### src/rtl/sa_result_drain_if.sv
// sa_result_drain_if: groups the core-side capture signals and the serialised
// result stream of the systolic-array result drain.
//   routport   : per-row result words from the array core (ROWS x DW)
//   rvalidport : per-row result-valid bits from the array core
//   outread    : one-cycle capture acknowledge back to the core
//   out_data   : serialised result word
//   out_row    : row index of out_data
//   out_last   : final word of the current frame
//   out_valid  : stream valid
//   out_ready  : stream ready from downstream
// Modport master is the drain side; modport slave is the core/writeback side.
interface sa_result_drain_if #(
  parameter int ROWS = 8,
  parameter int DW   = 32
);
  localparam int RW = (ROWS > 1) ? $clog2(ROWS) : 1;

  logic [ROWS-1:0][DW-1:0] routport;
  logic [ROWS-1:0]         rvalidport;
  logic                    outread;
  logic [DW-1:0]           out_data;
  logic [RW-1:0]           out_row;
  logic                    out_last;
  logic                    out_valid;
  logic                    out_ready;

  modport master (
    input  routport, rvalidport, out_ready,
    output outread, out_data, out_row, out_last, out_valid
  );

  modport slave (
    output routport, rvalidport, out_ready,
    input  outread, out_data, out_row, out_last, out_valid
  );
endinterface

### src/rtl/sa_result_drain.sv
// sa_result_drain: snapshots every valid row of the array core's result bus
// in a single cycle, acknowledges the capture with a one-cycle outread pulse,
// then emits the captured rows in ascending row order on a valid/ready stream.
//
// Ports:
//   clk  : clock, rising edge
//   rst  : synchronous active-high reset
//   bus  : sa_result_drain_if.master (core capture + result stream)
//   frame_cnt, word_cnt : 16-bit wrapping statistics, present only when the
//                         macro SA_DRAIN_STATS_EN is defined
//
// State table:
//   IDLE  | waiting for any rvalidport bit; captures on that edge
//   DRAIN | emitting captured rows, lowest remaining row first
//   GAP   | one-cycle cooldown; rvalidport ignored so stale valids are dropped
module sa_result_drain #(
  parameter int ROWS = 8,
  parameter int DW   = 32
) (
  input  logic               clk,
  input  logic               rst,
  sa_result_drain_if.master  bus
`ifdef SA_DRAIN_STATS_EN
  ,
  output logic [15:0]        frame_cnt,
  output logic [15:0]        word_cnt
`endif
);

  localparam int RW = (ROWS > 1) ? $clog2(ROWS) : 1;
  localparam logic [ROWS-1:0] MASK_ONE = ROWS'(1);

  typedef enum logic [1:0] {
    IDLE  = 2'd0,
    DRAIN = 2'd1,
    GAP   = 2'd2
  } state_t;

  state_t                  state;
  state_t                  state_nxt;
  logic [ROWS-1:0][DW-1:0] snap;
  logic [ROWS-1:0]         mask;
  logic                    outread_q;
  logic [RW-1:0]           cur_row;
  logic                    one_left;
  logic                    capture;
  logic                    draining;
  logic                    hs;

  // Lowest set mask bit selects the row on the stream.
  always_comb begin
    cur_row = '0;
    for (int i = ROWS - 1; i >= 0; i--) begin
      if (mask[i]) cur_row = RW'(i);
    end
  end

  // Exactly one bit set: non-zero and clearing the lowest bit leaves nothing.
  assign one_left = (mask != '0) && ((mask & (mask - MASK_ONE)) == '0);

  always_ff @(posedge clk) begin
    if (rst) state <= IDLE;
    else     state <= state_nxt;
  end

  always_comb begin
    state_nxt = state;
    capture   = 1'b0;
    draining  = 1'b0;
    case (state)
      IDLE: begin
        if (bus.rvalidport != '0) begin
          capture   = 1'b1;
          state_nxt = DRAIN;
        end
      end
      DRAIN: begin
        draining = 1'b1;
        if (bus.out_ready && one_left) state_nxt = GAP;
      end
      GAP: begin
        state_nxt = IDLE;
      end
      default: begin
        state_nxt = IDLE;
      end
    endcase
  end

  assign hs = draining && bus.out_ready;

  always_ff @(posedge clk) begin
    if (rst) begin
      snap      <= '0;
      mask      <= '0;
      outread_q <= 1'b0;
    end else begin
      outread_q <= capture;
      if (capture) begin
        snap <= bus.routport;
        mask <= bus.rvalidport;
      end else if (hs) begin
        mask <= mask & ~(MASK_ONE << cur_row);
      end
    end
  end

  // Stream outputs are gated by DRAIN so they read zero outside a frame.
  assign bus.outread   = outread_q;
  assign bus.out_valid = draining;
  assign bus.out_row   = draining ? cur_row : '0;
  assign bus.out_data  = draining ? snap[cur_row] : '0;
  assign bus.out_last  = draining && one_left;

`ifdef SA_DRAIN_STATS_EN
  always_ff @(posedge clk) begin
    if (rst) begin
      frame_cnt <= '0;
      word_cnt  <= '0;
    end else if (hs) begin
      word_cnt <= word_cnt + 16'd1;
      if (one_left) frame_cnt <= frame_cnt + 16'd1;
    end
  end
`endif

endmodule

### src/flat_wrapper.sv
// flat-port wrapper written by rule: the top's interface ports become plain ports
module sa_result_drain_flat 
#(
  parameter int ROWS = 8,
  parameter int DW   = 32
)
  (clk, rst, bus_routport, bus_rvalidport, bus_out_ready, bus_outread, bus_out_data, bus_out_row, bus_out_last, bus_out_valid);
  sa_result_drain_if #(.ROWS(ROWS), .DW(DW)) bus_i ();
  input  logic clk;
  input  logic rst;
  input wire logic [$bits(bus_i.routport)-1:0] bus_routport;
  input wire logic [$bits(bus_i.rvalidport)-1:0] bus_rvalidport;
  input wire logic [$bits(bus_i.out_ready)-1:0] bus_out_ready;
  output wire logic [$bits(bus_i.outread)-1:0] bus_outread;
  output wire logic [$bits(bus_i.out_data)-1:0] bus_out_data;
  output wire logic [$bits(bus_i.out_row)-1:0] bus_out_row;
  output wire logic [$bits(bus_i.out_last)-1:0] bus_out_last;
  output wire logic [$bits(bus_i.out_valid)-1:0] bus_out_valid;
  assign bus_i.routport = bus_routport;
  assign bus_i.rvalidport = bus_rvalidport;
  assign bus_i.out_ready = bus_out_ready;
  assign bus_outread = bus_i.outread;
  assign bus_out_data = bus_i.out_data;
  assign bus_out_row = bus_i.out_row;
  assign bus_out_last = bus_i.out_last;
  assign bus_out_valid = bus_i.out_valid;
  sa_result_drain #(.ROWS(ROWS), .DW(DW)) u_core (.clk(clk), .rst(rst), .bus(bus_i));
endmodule
### config.mk
export PLATFORM = sky130hd
export DESIGN_NAME = sa_result_drain_flat
export DESIGN_NICKNAME = d
export VERILOG_FILES = /design/src/rtl/sa_result_drain_if.sv /design/src/rtl/sa_result_drain.sv /design/src/flat_wrapper.sv
export SDC_FILE = /design/constraint.sdc
export NUM_CORES = 1
export LEC_CHECK = 0
export ABC_AREA = 1
export BUFFER_PORTS_ARGS = -buffer_cell sky130_fd_sc_hd__buf_2
export CAP_MARGIN = 10
export CORE_ASPECT_RATIO = 0.6
export CORE_MARGIN = 2
export CORE_UTILIZATION = 51
export CTS_BUF_LIST = sky130_fd_sc_hd__clkbuf_2 sky130_fd_sc_hd__clkbuf_4 sky130_fd_sc_hd__clkbuf_8
export DETAILED_ROUTE_END_ITERATION = 6
export PLACE_DENSITY = 0.77
export SLEW_MARGIN = 25
export SYNTH_ARGS = -nofsm -noshare
export SYNTH_HDL_FRONTEND = slang
export SYNTH_SLANG_ARGS = --single-unit
### constraint.sdc
create_clock -name clk -period 4.3 [get_ports clk]
set_input_delay 0.645 -clock clk [delete_from_list [all_inputs] [get_ports clk]]
set_output_delay 0.645 -clock clk [all_outputs]
set_load 0.005 [all_outputs]
==> run_results.csv, run 1 <==
group,metric,value,unit
critical_path,crit_arrival,3300,ps
critical_path,rr_startpoint,"u_core.mask[4]",
detailed_routing,routed_wl,38700,um
clocking,postCtsSetupBuffers,0,
sta,max_freq,0.254,GHz
critical_path,path_cells,"nor2_1 > nand2_1 > nand2_1 > nand2_8 > nor2_4 > nand2_1 > nand2_1 > inv_1 > nand3_1 > nand2_1 > nand2_1 > inv_1 > buf_2",
synth,syn_area,12100,sq um
detailed_routing,ant_nets,0,
global_route,grt_overflow,0,
critical_path,worst_ep_required_time,3650,ps
detailed_routing,vias,12548,
synth,ys_seq_area_share,44.3,%
final_layout,nNetsFinal,2263,
synth,synth_cell_types,24,
outcome,outcome,"finished with violations",
critical_path,crit_path_start_kind,"flip-flop",
sta,rsz0062_at_grt,"no",
final_layout,layout-drive-gt1-share,20.2,%
final_layout,synthToLayoutAreaGrowth,20.0,%
clocking,root_buffer,"clkbuf_8",
power,leakagePower,7.03,nW
hold_path,min_to,"u_core.snap[224]",
floorplanning,die_y,123,um
global_route,grt_start_max_net_pins,147,
critical_path,rr_endpoint,"u_core.mask[7]",
synth,syn_area_per_cell,6.86,sq um
power,p_per_area,492,nW/um^2
critical_path,worstSetupPathType,"flip-flop to output port",
clocking,cts_tree,"built",
global_route,grt_pass1_wl,60300,um
power,p_seq_share,39.5,%
sta,slew_violations,0,
place,io_buffers,304,
sta,slew_headroom,35.0,%
critical_path,crit_fanout,82,
global_route,grt_use_total,30.5,%
clocking,numClockSinks,267,
global_route,first_global_vias,11816,
power,p_sw,2.44,mW
sta,finalCriticalPeriod,3940,ps
final_layout,fill_cells,2229,
sta,hold_viol_final,0,
sta,setup_viol,0,
clocking,clk_latency,570,ps
final_layout,fin_util,62.5,%
hold_path,whs_path_depth,3,
power,internal_power,4.68,mW
floorplanning,num_rows,43,
power,p_clk_share,32.3,%
outcome,violations,"DRC",
detailed_routing,drc_errors,2,
clocking,clk_pin_slew_worst_paths,60,ps
synth,synth_nets,2024,
final_layout,regArea,5350,sq um
clocking,postCtsHoldBufs,0,
sta,setup_tns,0,ps
hold_path,hp-start,"bus_routport[224]",
synth,synth.ff_latch_count,267,
detailed_routing,wl_per_cell,16.5,um
synth,yosys_warnings,0,
flow_run,drv_cap,0,
critical_path,critPathMaxStageDelay,890,ps
hold_path,hold_path_class,"input port to flip-flop",
clocking,ctsResizeCount,0,
clocking,clockBufferDepth,3,
sta,skew,24.4,ps
place,dp_hpwl,26100,um
critical_path,reg2reg_depth,9,
clocking,htree_levels,2,
detailed_routing,vias_per_cell,5.36,
detailed_routing,drt_first_pass_iters,7,
power,ir_worst_vdd,0.268,mV
synth,synth_ff_type,"dfxtp_1",
floorplanning,die_w,202,um
critical_path,ff2ff_setup_slack,1660,ps
synth,syn_inst,1757,
detailed_routing,drt-initial-drc-count,1041,
critical_path,cp_common_cell,"nand2_1",
global_route,antenna_found_initial,2,
synth,synth_edf_count,0,
synth,async_reset_ff_share,0,%
floorplanning,core_area,23100,sq um
floorplanning,start_util,52.1,%
power,netSwitchingFraction,34.3,%
place,finalWeightedCongestion,0.976,
floorplanning,ios,305,
power,power.share.combinational,28.2,%
floorplanning,die_area,24900,sq um
final_layout,multi_input_area,5040,sq um
clocking,cts-buffers-inserted,41,
critical_path,cpMaxStageDelayCell,"nor2_4",
critical_path,endpoint_kind,"output port",
sta,tightest_slew,973,ps
sta,period_share,91.7,%
metrics by stage:
stage               power, mW  area, sq um  hold WS [ps]  setup slack [ps]  cells
floorplan                4.20        12100           442              2260   1757
global route             7.52        14500           258              98.7   2339
detailed placement       4.85        13600           457               972   2268
CTS                      7.13        14500           242               315   2339
finish                   7.12        14500           275               358   2340
global placement         4.82        13600           458              1050   2268
power groups by stage:
stage	combinational [mW]	sequential [mW]	clock (mW)
detailed placement	1.99	2.86	0
finish	2.01	2.81	2.30
floorplan	1.37	2.84	0
global route	2.25	2.83	2.44
CTS	2.00	2.81	2.32
global placement	1.96	2.85	0
cell usage after synthesis, types with 2 or more instances:
cell      number  area (sq um)
nand2_1      444          1670
inv_1        295          1110
dfxtp_1      267          5350
o21ai_0      227          1140
nand3_1      196           981
nand4_1       63           394
clkbuf_1      56           210
buf_2         49           245
nor2_1        43           161
nor3_1        37           185
a22o_1        34           298
buf_4          8          60.1
a21oi_1        7          35.0
buf_6          6          67.6
inv_2          5          18.8
buf_1          4          15.0
nand2_2        3          18.8
nor2_2         3          18.8
nand2_4        2          22.5
nor2_4         2          22.5
nor4_1         2          12.5
o31ai_1        2          15.0
how the worst max path moves through the flow:
stage / from / end
2_1_floorplan: u_core.mask[0] / bus_out_data[24]
3_3_place_gp: u_core.mask[4] / bus_out_data[16]
3_5_place_dp: u_core.mask[4] / bus_out_data[30]
4_1_cts: u_core.mask[4] / bus_out_data[29]
5_1_grt: u_core.mask[4] / bus_out_data[19]
6_report: u_core.mask[4] / bus_out_data[29]
cell families (layout without fill, tap and decap cells):
logic type,count (synthesis),count (layout),synth area share [%]
simple gates,795,795,28.9
buf+inv,423,690,14.3
compound gates,272,272,12.5
flops,267,267,44.3
other cells,0,1,0
area by class of cell:
class	instances	share of cell area, %
diodes	1	0.0173
clock buffers	67	5.81
clock inverters	4	0.346
inverters	300	7.78
multi-input cells	1067	34.8
flip-flops and latches	267	36.9
well taps	315	2.72
repair buffers	319	11.6
worst max-delay path: cells and delay by family (launching register included):
family / cells / cell delay (ps)
buf+inv: 3 / 190
simple gates: 10 / 2190
flops: 1 / 350
flip-flops by register name, indices dropped and copies added, names as in the netlist:
signal              cells
u_core.mask             8
u_core.bus.outread      1
u_core.snap           256
u_core.state            2
placed cells by master (no fill, tap or decap):
| cell | n |
|---|---|
| nand2_1 | 444 |
| buf_2 | 304 |
| inv_1 | 294 |
| dfxtp_1 | 267 |
| o21ai_0 | 227 |
| nand3_1 | 196 |
| nand4_1 | 63 |
| clkbuf_8 | 54 |
| nor2_1 | 41 |
| nor3_1 | 37 |
| a22o_1 | 34 |
| clkbuf_4 | 13 |
| buf_4 | 12 |
| a21oi_1 | 7 |
| inv_2 | 6 |
| nor2_4 | 4 |
| nor2_2 | 3 |
| buf_12 | 3 |
| nand2_8 | 2 |
| nand2_4 | 2 |
| nor4_1 | 2 |
| o31ai_1 | 2 |
| clkinvlp_4 | 2 |
| diode_2 | 1 |
| nand2_2 | 1 |
| a21boi_4 | 1 |
| o21a_1 | 1 |
| bufinv_16 | 1 |
| clkinv_2 | 1 |
metal layers:
layer / up-vias / part of all wire (%) / wire length [um] / GRT usage [%]
li1: 6042 / - / - / -
met1: 5772 / 42 / 16300 / 40.5
met2: 639 / 45 / 17500 / 49.4
met3: 93 / 9.8 / 3810 / 6.64
met4: 2 / 2.9 / 1120 / 11.2
met5: - / 0.031 / 12 / 0
Note: power is estimated with default switching activity, not from simulation.
==> run 2: changes to the inputs <==
clock period = 4.61 ns   (was 4.3 ns; I/O delays follow)
==> run 2 against run 1 <==
Effect of this change:
- via count decreased by 1.5%
- combinational power fell by 7%
- cell area is 0.67% lower
- the run still ends with DRC left
- largest power group unchanged
- largest cell class unchanged
==> run_results.csv, run 2 (synthesis gave the netlist of run 1 again) <==
group,metric,value,unit
global_route,grt_use_met1,40.7,%
final_layout,instances_no_fill,2334,
final_layout,largest_reg_flops,256,
critical_path,path_delay_family,"simple AND/OR/NAND/NOR gates",
clocking,postCtsHoldBufs,0,
sta,slew_violations,0,
detailed_routing,drt-initial-drc-count,1145,
place,place_inst,2268,
clocking,clk_latency,560,ps
clocking,cts-buffers-inserted,40,
place,io_buffers,304,
power,power.share.combinational,29.0,%
final_layout,multi_input_area,5040,sq um
detailed_routing,vias,12356,
sta,hold_viol_final,0,
critical_path,endpoint_kind,"output port",
global_route,grt_use_total,29.7,%
critical_path,crit_fanout,55,
clocking,root_buffer,"clkbuf_8",
sta,setup_viol,0,
power,p_clk_share,30.5,%
sta,slew_headroom,32.3,%
power,p_seq_share,40.5,%
floorplanning,core_area,23100,sq um
clocking,clockBufferDepth,3,
floorplanning,die_area,24900,sq um
power,p_sw,2.24,mW
hold_path,hold_path_class,"input port to flip-flop",
detailed_routing,drc_errors,4,
outcome,outcome,"finished with violations",
critical_path,path_cells,"inv_2 > nand2_1 > nand2_1 > nand2_1 > nand2_8 > nor2_4 > nand2_1 > nand2_1 > inv_1 > nand3_1 > nand2_1 > nand2_1 > inv_1 > buf_2",
sta,finalCriticalPeriod,3850,ps
clocking,postCtsSetupBuffers,0,
clocking,numClockSinks,267,
global_route,grt.met3_usage,5.59,%
floorplanning,die_w,202,um
critical_path,cpMaxStageDelayCell,"nor2_4",
global_route,grt-busiest-layer,"met2",
final_layout,regArea,5350,sq um
detailed_routing,wl_per_cell,16.3,um
flow_run,drv_cap,0,
critical_path,crit_arrival,3160,ps
power,netSwitchingFraction,34.7,%
sta,skew,14.7,ps
critical_path,critPathMaxStageDelay,830,ps
final_layout,fill_cells,2173,
final_layout,fin_util,62.1,%
clocking,htree_levels,2,
global_route,grt_start_max_net_pins,115,
sta,rsz0062_at_grt,"no",
floorplanning,num_rows,43,
final_layout,final_common_cell,"nand2_1",
critical_path,worstSetupPathType,"flip-flop to output port",
sta,layout_setup_ws,759,ps
floorplanning,start_util,52.1,%
power,ir_worst_vdd,0.288,mV
outcome,violations,"DRC",
sta,setup_tns,0,ps
final_layout,regMostFlops,"u_core.snap",
critical_path,crit_path_start_kind,"flip-flop",
clocking,clk_pin_slew_worst_paths,70,ps
final_layout,layout-drive-gt1-share,20.0,%
critical_path,worst_ep_required_time,3920,ps
final_layout,largestRegisters,"u_core.snap x256, u_core.mask x8, u_core.state x2",
final_layout,synthToLayoutAreaGrowth,19.2,%
place,dp_hpwl,25500,um
final_layout,nNetsFinal,2262,
power,p_per_area,450,nW/um^2
global_route,first_global_vias,11486,
detailed_routing,routed_wl,38100,um
sta,tightest_slew,1020,ps
detailed_routing,ant_nets,0,
power,internal_power,4.22,mW
floorplanning,ios,305,
floorplanning,die_y,123,um
detailed_routing,vias_per_cell,5.29,
critical_path,critPathBufInv,4,
global_route,antenna_found_initial,0,
clocking,ctsResizeCount,0,
detailed_routing,drt_first_pass_iters,7,
critical_path,cp_common_cell,"nand2_1",
final_layout,final_cell_mix,"nand2_1, buf_2, inv_1",
sta,max_freq,0.260,GHz
global_route,grt_overflow,0,
global_route,grt_pass1_wl,58700,um
power,leakagePower,6.99,nW
sta,period_share,83.5,%
place,finalWeightedCongestion,0.949,
place,dp_slack,1400,ps
clocking,cts_tree,"built",
global_route,use_met2,47.0,%
==> run 2: changes by cell type in the layout (fill, tap and decap cells not counted) <==
cell / before / now
bufinv_16: 1 / 0
clkinvlp_4: 2 / 0
clkbuf_8: 54 / 50
clkbuf_4: 13 / 12
clkinv_2: 1 / 3
==> run 2: power groups by stage <==
stage	clock network (mW)	registers, mW	logic, mW
floorplan	0	2.65	1.27
global placement	0	2.66	1.82
detailed placement	0	2.67	1.85
CTS	2.00	2.62	1.86
global route	2.11	2.64	2.09
finish	1.97	2.62	1.87
==> run 2: layer usage <==
metal	up-vias	share of wire (%)
met5	-	0
met4	0	2.9
met3	79	9.3
met2	613	44
met1	5625	43
li1	6039	-
==> run 2: tightest hold or removal path: stages <==
cell and delay (ps):
buf_2 80, nand2_1 40, o21ai_0 50
==> run 2: cell type report <==
class / instances / area share (%)
inverter: 300 / 7.84
tap: 315 / 2.74
timing repair buffer: 319 / 11.6
multi-input combinational: 1067 / 35.0
clock inverter: 3 / 0.104
clock buffer: 62 / 5.42
sequential: 267 / 37.2
antenna: 1 / 0.0174
==> run 2: worst paths after layout <==
| check | startpoint | end | slack [ps] | cells past startpoint |
|---|---|---|---|---|
| max | u_core.mask[6] | bus_out_data[10] | 760 | 14 |
| min | bus_routport[195] | u_core.snap[195] | 330 | 3 |
| max reg2reg | u_core.mask[5] | u_core.mask[1] | 2030 | 12 |
| min reg2reg | u_core.snap[121] | u_core.snap[121] | 480 | 1 |
==> run 2: through the flow <==
stage | hold slack (ps) | power [mW] | instance area (sq um)
after floorplan | 442 | 3.92 | 12100
after global placement | 458 | 4.48 | 13600
after detailed placement | 456 | 4.51 | 13600
after CTS | 304 | 6.48 | 14400
after global routing | 315 | 6.83 | 14400
final | 332 | 6.46 | 14400
==> run 3: changes to the inputs <==
clock period = 3.9 ns   (was 4.61 ns; I/O delays follow)
==> run 3 against run 2 <==
Effect of this change:
- the flow now finishes without violations
- sequential share of layout area is 0.14 points lower
- final cell count is 0.17% higher
- total power is 20% higher
- clock power is 23% higher
- combinational power is 19% higher
- clock skew is 5.4 ps higher
- sequential power is 18% higher
- largest power group unchanged
==> run_results.csv, run 3 (synthesis gave the netlist of run 1 again) <==
group,metric,value,unit
floorplanning,ios,305,
clocking,cts-buffers-inserted,40,
final_layout,synthToLayoutAreaGrowth,19.6,%
hold_path,whs_path_depth,3,
critical_path,crit_fanout,63,
clocking,htree_levels,2,
power,ir_worst_vdd,0.363,mV
power,p_per_area,538,nW/um^2
clocking,root_buffer,"clkbuf_8",
place,dp_hpwl,25900,um
sta,slew_violations,0,
sta,slew_headroom,39.0,%
detailed_routing,vias_per_cell,5.34,
critical_path,worstSetupPathType,"flip-flop to output port",
global_route,grt_pass1_wl,59400,um
clocking,clk_pin_slew_worst_paths,70,ps
critical_path,endpoint_kind,"output port",
sta,max_freq,0.273,GHz
final_layout,multi_input_area,5040,sq um
detailed_routing,ant_nets,0,
sta,hold_viol_final,0,
clocking,ctsResizeCount,0,
floorplanning,die_area,24900,sq um
critical_path,reg2reg_depth,6,
critical_path,cpMaxStageDelayCell,"buf_4",
sta,tightest_slew,915,ps
final_layout,regMostFlops,"u_core.snap",
critical_path,critPathBufInv,4,
sta,period_share,94.0,%
final_layout,final_common_cell,"nand2_1",
critical_path,crit_path_start_kind,"flip-flop",
sta,finalCriticalPeriod,3660,ps
critical_path,cp_common_cell,"nand2_1",
flow_run,drv_cap,0,
final_layout,largest_reg_flops,256,
critical_path,critPathMaxStageDelay,610,ps
clocking,postCtsSetupBuffers,0,
final_layout,final_cell_mix,"nand2_1, buf_2, inv_1",
detailed_routing,routed_wl,38200,um
sta,setup_tns,0,ps
global_route,first_global_vias,11652,
critical_path,path_delay_family,"simple AND/OR/NAND/NOR gates",
power,leakagePower,7.02,nW
floorplanning,die_y,123,um
floorplanning,die_w,202,um
floorplanning,core_area,23100,sq um
detailed_routing,drt-initial-drc-count,1209,
outcome,outcome,"finished clean",
global_route,grt_start_max_net_pins,159,
clocking,postCtsHoldBufs,0,
hold_path,hp-start,"bus_routport[255]",
sta,skew,20.1,ps
detailed_routing,drc_errors,0,
critical_path,crit_arrival,3080,ps
critical_path,worst_ep_required_time,3310,ps
critical_path,rr_endpoint,"u_core.snap[170]",
sta,whs,223,ps
sta,rsz0062_at_grt,"no",
final_layout,nNetsFinal,2264,
place,finalWeightedCongestion,0.949,
detailed_routing,vias,12484,
floorplanning,start_util,52.1,%
detailed_routing,drt_first_pass_iters,7,
clocking,cts_tree,"built",
detailed_routing,wl_per_cell,16.3,um
floorplanning,num_rows,43,
clocking,clockBufferDepth,3,
global_route,grt_overflow,0,
critical_path,path_cells,"inv_2 > nand2_1 > nand3_1 > nand2_1 > nand2_4 > nand2_4 > buf_4 > nand4_1 > nand3_1 > nand2_1 > nand2_1 > inv_1 > buf_2",
global_route,antenna_found_initial,3,
final_layout,layout-drive-gt1-share,20.1,%
place,io_buffers,304,
global_route,grt_use_total,30.0,%
final_layout,largestRegisters,"u_core.snap x256, u_core.mask x8, u_core.state x2",
sta,setup_viol,0,
hold_path,hold_path_class,"input port to flip-flop",
clocking,numClockSinks,267,
critical_path,rr_startpoint,"u_core.state[1]",
critical_path,ff2ff_setup_slack,1510,ps
final_layout,fill_cells,2216,
final_layout,regArea,5350,sq um
clocking,clk_latency,560,ps
hold_path,min_to,"u_core.snap[255]",
run 3: final cells by class:
class | count | share of cell area (%)
antenna | 2 | 0.0347
clock buffer | 56 | 5.08
clock inverter | 10 | 0.694
inverter | 300 | 7.81
multi-input combinational | 1067 | 34.9
sequential | 267 | 37.1
tap | 315 | 2.73
timing repair buffer | 321 | 11.7
run 3: worst reg2reg max path, cell delays in order (launching register included):
cell and delay (ps):
dfxtp_1 340, nor2_1 110, nand2_1 220, nor2_4 530, buf_6 660, nand2_1 350
o21ai_0 120
run 3: worst max path at each step:
stage	startpoint	to	cells past startpoint
floorplan	u_core.mask[0]	bus_out_data[24]	11
global placement	u_core.mask[5]	bus_out_data[16]	13
detailed placement	u_core.mask[5]	bus_out_data[16]	13
CTS	u_core.mask[5]	bus_out_data[16]	13
global route	u_core.mask[4]	bus_out_data[11]	13
finish	u_core.mask[5]	bus_out_data[15]	13
run 3: per-stage QoR:
step | area [sq um] | utilization (%) | power, mW | worst slack [ps] | cells
4_1_cts | 14400 | 62.3 | 7.77 | 252 | 2336
6_report | 14400 | 62.3 | 7.76 | 236 | 2338
3_5_place_dp | 13600 | 58.7 | 5.35 | 846 | 2270
2_1_floorplan | 12100 | - | 4.64 | 1920 | 1757
5_1_grt | 14400 | 62.3 | 8.20 | 32.3 | 2336
3_3_place_gp | 13600 | 58.7 | 5.31 | 885 | 2270
run 3: power by group:
group / switching (mW) / internal [mW]
Combinational: 1.50 / 0.732
Sequential: 0.0925 / 3.01
Clock: 1.08 / 1.34
Total: 2.68 / 5.08
run 3: per-layer routing:
layer | vias up | GRT usage [%] | share of wire, %
li1 | 6047 | - | -
met1 | 5703 | 40.7 | 44
met2 | 613 | 46.3 | 43
met3 | 119 | 5.69 | 8.5
met4 | 2 | 14.8 | 4.6
met5 | - | 0 | 0.018
